### src/rtl/uart_pkg.sv
// Shared UART constants and state encodings, common to the receive and transmit paths.
package uart_pkg;

  localparam int unsigned CLK_HZ       = 12_000_000;
  localparam int unsigned BAUD         = 9600;
  localparam int unsigned CLKS_PER_BIT = CLK_HZ / BAUD;
  localparam int unsigned DATA_BITS    = 8;
  localparam int unsigned CNT_W        = 11;

  typedef enum logic [2:0] {
    ST_IDLE      = 3'd0,
    ST_START     = 3'd1,
    ST_DATA      = 3'd2,
    ST_STOP      = 3'd3,
    ST_WAIT_HIGH = 3'd4
  } uart_state_e;

endpackage

### src/rtl/uart_baud_cnt.sv
// Bit-period counter with clear, load and terminal / half-terminal flags.
module uart_baud_cnt
  import uart_pkg::*;
#(
  parameter int unsigned CLKS = uart_pkg::CLKS_PER_BIT,
  parameter int unsigned W    = CNT_W
) (
  input  logic         clk,
  input  logic         nrst,
  input  logic         clr,
  input  logic         load,
  input  logic [W-1:0] load_val,
  input  logic         en,
  output logic         term,
  output logic         half
);

  logic [W-1:0] cnt_q;
  logic [W-1:0] cnt_d;

  assign term = (cnt_q == W'(CLKS - 1));
  assign half = (cnt_q == W'(CLKS / 2 - 1));

  // NOTE: always_comb with a default first cannot infer a latch on any path.
  always_comb begin
    cnt_d = cnt_q;
    if (clr) begin
      cnt_d = '0;
    end else if (load) begin
      cnt_d = load_val;
    end else if (en) begin
      cnt_d = term ? '0 : cnt_q + W'(1);
    end
  end

  // NOTE: state updates use <= so every flop samples pre-edge values.
  always_ff @(posedge clk or negedge nrst) begin
    if (!nrst) begin
      cnt_q <= '0;
    end else begin
      cnt_q <= cnt_d;
    end
  end

endmodule

### src/rtl/uart_rx.sv
// 8N1 UART receiver: two-flop synchroniser, mid-bit sampling FSM, valid and framing-error strobes.
module uart_rx
  import uart_pkg::*;
#(
  parameter int unsigned CLKS_PER_BIT = uart_pkg::CLKS_PER_BIT,
  parameter int unsigned DATA_BITS    = uart_pkg::DATA_BITS
) (
  input  logic                 clk,
  input  logic                 nrst,
  input  logic                 rx,
  output logic [DATA_BITS-1:0] data_out,
  output logic                 valid,
  output logic                 frame_err,
  output logic                 busy,
  output logic [2:0]           state
);

  localparam int unsigned BIT_W = (DATA_BITS > 1) ? $clog2(DATA_BITS) : 1;

  logic rx_meta_q;
  logic rx_s_q;

  uart_state_e state_q, state_d;

  logic             cnt_clr;
  logic             cnt_term;
  logic             cnt_half;

  logic [BIT_W-1:0]     bit_cnt_q, bit_cnt_d;
  logic [DATA_BITS-1:0] shift_q, shift_d;
  logic [DATA_BITS-1:0] data_q, data_d;
  logic                 valid_q, valid_d;
  logic                 ferr_q, ferr_d;

  // Idle-high reset value keeps a released reset from looking like a start bit.
  always_ff @(posedge clk or negedge nrst) begin
    if (!nrst) begin
      rx_meta_q <= 1'b1;
      rx_s_q    <= 1'b1;
    end else begin
      rx_meta_q <= rx;
      rx_s_q    <= rx_meta_q;
    end
  end

  uart_baud_cnt #(
    .CLKS (CLKS_PER_BIT),
    .W    (CNT_W)
  ) u_baud_cnt (
    .clk      (clk),
    .nrst     (nrst),
    .clr      (cnt_clr),
    .load     (1'b0),
    .load_val ('0),
    .en       (state_q != ST_IDLE),
    .term     (cnt_term),
    .half     (cnt_half)
  );

  always_comb begin
    state_d   = state_q;
    bit_cnt_d = bit_cnt_q;
    shift_d   = shift_q;
    data_d    = data_q;
    valid_d   = 1'b0;
    ferr_d    = 1'b0;
    cnt_clr   = 1'b0;

    unique case (state_q)
      ST_IDLE: begin
        if (!rx_s_q) begin
          state_d = ST_START;
        end
      end

      ST_START: begin
        if (cnt_half) begin
          if (!rx_s_q) begin
            state_d   = ST_DATA;
            bit_cnt_d = '0;
          end else begin
            state_d = ST_IDLE;
          end
        end
      end

      ST_DATA: begin
        if (cnt_term) begin
          shift_d[bit_cnt_q] = rx_s_q;
          cnt_clr            = 1'b1;
          if (bit_cnt_q == BIT_W'(DATA_BITS - 1)) begin
            state_d = ST_STOP;
          end else begin
            bit_cnt_d = bit_cnt_q + BIT_W'(1);
          end
        end
      end

      ST_STOP: begin
        if (cnt_term) begin
          if (rx_s_q) begin
            data_d  = shift_q;
            valid_d = 1'b1;
            state_d = ST_IDLE;
          end else begin
            ferr_d  = 1'b1;
            state_d = ST_WAIT_HIGH;
          end
        end
      end

      ST_WAIT_HIGH: begin
        if (rx_s_q) begin
          state_d = ST_IDLE;
        end
      end

      default: begin
        state_d = ST_IDLE;
      end
    endcase

    // Every state starts its bit period from zero.
    if (state_d != state_q) begin
      cnt_clr = 1'b1;
    end
  end

  // NOTE: the shift register is a handful of flops, so it is reset like the rest of the state.
  always_ff @(posedge clk or negedge nrst) begin
    if (!nrst) begin
      state_q   <= ST_IDLE;
      bit_cnt_q <= '0;
      shift_q   <= '0;
      data_q    <= '0;
      valid_q   <= 1'b0;
      ferr_q    <= 1'b0;
    end else begin
      state_q   <= state_d;
      bit_cnt_q <= bit_cnt_d;
      shift_q   <= shift_d;
      data_q    <= data_d;
      valid_q   <= valid_d;
      ferr_q    <= ferr_d;
    end
  end

  assign data_out  = data_q;
  assign valid     = valid_q;
  assign frame_err = ferr_q;
  assign busy      = (state_q != ST_IDLE);
  assign state     = state_q;

endmodule

### config.mk
export PLATFORM = sky130hd
export DESIGN_NAME = uart_rx
export DESIGN_NICKNAME = d
export VERILOG_FILES = /design/src/rtl/uart_pkg.sv /design/src/rtl/uart_baud_cnt.sv /design/src/rtl/uart_rx.sv
export SDC_FILE = /design/constraint.sdc
export NUM_CORES = 1
export LEC_CHECK = 0
export ABC_AREA = 1
export CELL_PAD_IN_SITES_DETAIL_PLACEMENT = 1
export CELL_PAD_IN_SITES_GLOBAL_PLACEMENT = 1
export CORE_MARGIN = 4
export CORE_UTILIZATION = 35
export CTS_CLUSTER_DIAMETER = 120
export CTS_CLUSTER_SIZE = 16
export DETAILED_ROUTE_END_ITERATION = 10
export GPL_TIMING_DRIVEN = 1
export PLACE_DENSITY_LB_ADDON = 0.12
export SLEW_MARGIN = 20
export SYNTH_ARGS = -nofsm -noshare
export SYNTH_HDL_FRONTEND = slang
export SYNTH_SLANG_ARGS = --single-unit
### constraint.sdc
create_clock -name clk -period 2.3 [get_ports clk]
set_input_delay 0.69 -clock clk [delete_from_list [all_inputs] [get_ports clk]]
set_output_delay 0.69 -clock clk [all_outputs]
set_load 0.01 [all_outputs]
After elaboration in Yosys (flattened, before gate mapping)
Cells that the tools add are included.

storage, ports and cells
  latch bits = 0
  output and inout bits = 14
  input bits = 3
  ROM bits = 0
  memories = 0
  register bits = 37
  RAM bits = 0
  word-level logic and storage cells = 62

cells by class
  reductions and logical operators = 8
  shift-type cells = 0
  equality and inequality tests = 12
  multiplexer cells = 29
  add/subtract/negate cells = 2
  div/mod/pow operators = 0
  multiply operators = 0
  $lt $le $gt $ge = 2
  bitwise operators = 0

operator list
  cell                                                                                 number
  11-bit 2-to-1 mux                                                                    3
  3-bit 2-to-1 mux                                                                     11
  3-bit one-hot mux with 5 select lines                                                1
  11-bit by 1-bit adder with 11-bit output, second input constant                      1
  11-bit by 10-bit == test with 1-bit output, second input constant                    1
  11-bit == test, second input constant                                                1
  1-bit 2-to-1 mux                                                                     10
  8-bit bitwise mux                                                                    1
  3-bit by 2-bit == test with 1-bit output, second input constant                      2
  3-bit == test, second input constant                                                 2
  2-bit != test, second input constant                                                 3
  3-bit one-hot mux with 2 select lines                                                1
  5-bit AND reduction                                                                  1
  3-bit by 4-bit < comparator with 1-bit output, second input constant                 1
  2-bit nonzero test                                                                   2
  3-bit by 1-bit adder with 3-bit output, second input constant                        1
  1-bit demux with 3-bit select                                                        1
  3-bit by 1-bit == test with 1-bit output, second input constant                      1
  3-bit by 1-bit greater-or-equal comparator with 1-bit output, second input constant  1
  3-bit logical NOT                                                                    1
  3-bit != test                                                                        1
  3-bit AND reduction                                                                  1
  3-bit nonzero test                                                                   1
  2-bit 2-to-1 mux                                                                     1
  other kinds (3)                                                                      3

Depth between registers and ports, before layout
  word-level depth = 7
  depth in mapped cells = 12
  gate-level depth less buffers = 11

Hierarchy
From an unflattened synthesis, not the netlist that was laid out.

second synthesis, totals
  cells, all modules = 290
  area, all modules = 2105.8 sq um

modules (own cells, without submodules)
  module         area an instance (sq um)  seq. area each (sq um)  cells an instance  instances
  uart_rx        1227.4                    653.1                   147                1
  uart_baud_cnt  878.3                     275.3                   143                1

Worst setup path after synthesis
OpenSTA, ideal clock, no wires.

  kind = register to output
  from = register state_q[0], in the netlist state[0]
  to = output busy
  data required time = 1610 ps
  cell stages (with the launch flop) = 6
  setup slack = 663 ps
  arrival = 947 ps
  cells stage by stage = dfrtp_1 > inv_2 > nand2_2 > nor2_1 > inv_2 > buf_2

between the ends
  word-level cells in the longest chain between the ends = 1

RTL lines
  element                 line            text
  start, declared         uart_rx.sv:23   uart_state_e state_q, state_d;
  start signal, assigned  uart_rx.sv:139  state_q <= state_d;
  3-bit nonzero test      uart_rx.sv:151  assign busy = (state_q != ST_IDLE);
  end, declared           uart_rx.sv:14   output logic busy,

No other way between the ends.

Final worst setup path
  from = register state_q[2], in the netlist state[2]
  to = output state[2]

RTL lines
  element        line           text
  end, declared  uart_rx.sv:15  output logic [2:0] state

No word-level cell between the ends.

==> summary.txt <==
CTS
  – CTS root buf: sky130_fd_sc_hd__clkbuf_8
  – Number of CTS-inserted buffers: 5
  – Clock latency on the worst-skew pair: just under 0.3 ns
  – Clock tree from TritonCTS: yes
  – H-tree depth reported by CTS: 2
  – Max clock buf depth: 2
  – Clock sink count: 37
  – Clock transition at the register clock pins on the worst setup and hold paths after CTS: ~0.08 ns
  – Hold-fix buffers at CTS: 0

STA
  – Final hold viol count: 0
  – Count of final max-slew check failures: 0
  – Fmax: between 0.4 and 0.5 GHz
  – Headroom to the max-slew limit: 0.656
  – Slew of the pin with the lowest slew margin: roughly 0.5 ns
  – Final Skew: 0.0102 ns
  – Unrepaired setup endpoints after global routing: false
  – Count of endpoints failing setup in the final report: 0
  – Post-layout minimum cycle time: ~2.1 ns
  – Share of the cycle needed by the critical path after routing: 0.898
  – Final total negative setup slack: 0 ns

Logic synthesis
  – Number of standard cells after synthesis: about 260
  – Area fraction in compound gates after synthesis: 0.0873
  – Simple-Gate Fraction of Synth Area: 0.340
  – Syn Nets: approximately 260
  – Parity-gate share of the synthesized area counting xor and xnor cells: 0.00849
  – Mux share of post-synthesis cell area: 0
  – Portion of the post-synthesis area used by sequential elements: 0.450
  – Post-synthesis adder-cell area fraction: 0.0303
  – Number of warnings reported in the yosys synthesis log: 0
  – Mean post-synth cell area: between 8 and 9 sq um
  – Synth Register Bits: 37
  – Post-synthesis cell type count: 30
  – Synth Cell Area: 2060 sq um
  – Largest family of logic cells by synthesized area: simple AND/OR/NAND/NOR gates

Setup path
  – Worst path cell trace: clkdlybuf4s50_1
  – CP Max Fanout: 7
  – CP Launch Point: state[2]$_DFF_PN0_
  – Required arrival time at the worst endpoint: 1.61 ns
  – Critical path startpoint category: flop
  – Standard cell with the maximum stage delay on the critical path: sky130_fd_sc_hd__clkdlybuf4s50_1
  – Peak per-stage delay on the critical path: 0.59 ns
  – Buffers and inverters on the worst path: 1
  – Critical path type: flop to primary output
  – Endpoint class of the critical path: primary output
  – Startpoint of the worst-slack reg-to-reg timing path: u_baud_cnt.cnt_q[1]$_DFFE_PN0P_
  – Crit path DAT: 1.38 ns
  – Family with the most delay on the worst path: buffers and inverters

Place
  – Port Buf Inserts: 16
  – Placement-stage cell area: between 2000 and 2500 sq um
  – Final weighted congestion in routability-driven placement: 0.801
  – DP Wirelength: ~3500 um

Cells and area
  – Most common cell after layout, fill and taps aside: sky130_fd_sc_hd__nand2_1
  – Design Area, Final: ~2400 sq um
  – Ant. Diodes: 0
  – Fraction of the core area covered by cells at the end of the flow: 0.426
  – Share of post-route cells with drive strength above 1: 0.176
  – Commonest non-fill, non-tap cells in the layout: 68 x sky130_fd_sc_hd__nand2_1, 34 x sky130_fd_sc_hd__dfrtp_1, 28 x sky130_fd_sc_hd__inv_1
  – Number of nets at the end of the flow: 286
  – Growth of design area from synthesis to finish: 15.9%

Route
  – Detailed-route DRC error count: 0
  – Detail Route Antenna Nets: 0
  – Final WL: ~4800 um
  – Detailed Route Iter0 Violations: just under 70
  – Number of vias per cell: 4.78
  – Routed wire length per instance: between 10 and 15 um
  – Length of the first detailed-routing pass in iterations: 4
  – Via count: between 1,500 and 2,000

Flow run
  – Maximum capacitance violations: 0

Die
  – I/O pin count: 17
  – Width of the die: roughly 85 um
  – Floorplan die area: a little over 7000 sq um
  – Initial core utilization: 0.368
  – Chip height: approximately 85 um
  – Number of cell rows: 27
  – Placeable Area: ~5600 sq um

Power
  – Power Density: around 470 nW/um^2
  – Leakage Power: 1.12 nW
  – VDD IR-drop max: between 0.0003 and 0.0004 V

Global routing
  – Antenna violations before repair: 0
  – Wire length of the first global-routing pass: around 8700 um
  – Grt total ovfl: 0
  – Pin count of the biggest net entering global routing: 38
  – Vias in the first global route: ~1,800
  – Total track usage: 0.151

Worst hold path
  – Worst min-delay path class: flop to flop
  – Hold_sp: rx_meta_q$_DFF_PN1_

Run status
  – Run status: finished clean
worst register-to-register path: stages (launching register included):
cell and delay, ns:
sky130_fd_sc_hd__dfrtp_1 0.41, sky130_fd_sc_hd__inv_1 0.11, sky130_fd_sc_hd__ha_1 0.16, sky130_fd_sc_hd__nand2_1 0.09
sky130_fd_sc_hd__nor2_4 0.12, sky130_fd_sc_hd__nand3_4 0.14, sky130_fd_sc_hd__a21oi_4 0.17, sky130_fd_sc_hd__nand3_2 0.10
sky130_fd_sc_hd__nand2_2 0.07, sky130_fd_sc_hd__nand3_2 0.34, sky130_fd_sc_hd__nor2_2 0.19
sequential cells by signal, summed over array words and instances (netlist names):
signal and count:
u_baud_cnt.cnt_q 11, data_out 8, state 3, bit_cnt_q 3
valid 1, frame_err 1, rx_s_q 1, shift_q 8
rx_meta_q 1
path summary, 6_finish.rpt:
kind                                                    to  slack [ns]  depth (start not counted)
min in group asynchronous  u_baud_cnt.cnt_q[8]$_DFFE_PN0P_        0.44                          2
max                                               state[2]        0.23                          1
max in group asynchronous              rx_meta_q$_DFF_PN1_        1.49                          2
max reg2reg                u_baud_cnt.cnt_q[3]$_DFFE_PN0P_        0.34                         10
min reg2reg                               rx_s_q$_DFF_PN1_        0.36                          0
min                                       rx_s_q$_DFF_PN1_        0.36                          0
layer usage:
metal  vias to the layer above  share of wire  wire, um  track usage
met3                         4          0.027       128       0.0285
met5                         -              0         0            0
met1                       808           0.53      2540        0.216
met4                         0         0.0091        44       0.0388
met2                        14           0.44      2100        0.235
li1                        853              -         -            -
power by group:
part           internal, mW  switching, mW
Clock                 0.210          0.233
Combinational       0.00357         0.0167
Sequential            0.653        0.00185
Yosys cell counts, drive strengths merged:
master / instances / area (sq um)
a21oi: 5 / 36.3
and2: 1 / 6.26
buf: 4 / 32.5
clkbuf: 1 / 3.75
dfrtp: 35 / 876
dfstp: 2 / 52.6
ha: 5 / 62.6
inv: 36 / 138
nand2: 72 / 280
nand3: 18 / 113
nand3b: 4 / 30.0
nand4: 6 / 37.5
nor2: 38 / 203
nor3: 4 / 31.3
o2111ai: 1 / 8.76
o211ai: 1 / 7.51
o21a: 9 / 67.6
o21ai: 12 / 60.1
xor2: 2 / 17.5
metrics by stage:
step           power, mW  instances  hold WS (ns)  worst slack [ns]
6_report            1.12        351         0.358             0.235
5_1_grt             1.18        351         0.361             0.123
4_1_cts             1.15        350         0.360            0.0210
3_5_place_dp       0.690        342         0.349             0.286
3_3_place_gp       0.690        342         0.347             0.291
2_1_floorplan      0.671        256         0.345             0.663
kinds of logic (layout without fill, tap and decap cells):
kind of cell    Yosys count  after routing
simple gates            143            143
buf+inv                  41             64
flops                    37             37
compound gates           28             28
fa+ha+maj                 5              5
xor+xnor                  2              2
layout make-up:
type | instances | area (sq um)
Timing Repair Buffer | 20 | 188
Fill cell | 724 | 3220
Clock buffer | 6 | 72.6
Tap cell | 72 | 90.1
Clock inverter | 2 | 10.0
Multi-Input combinational cell | 178 | 963
Inverter | 36 | 138
Sequential cell | 37 | 930
repair_timing:
item | CTS | global route
hold endpoints to repair | 0 | 0
setup buffers | 0 | 1
resized for setup | 2 | 1
endpoints found under the setup margin | 1 | 1
pin swaps | 0 | 0
Power figures use the tool's default switching activity.
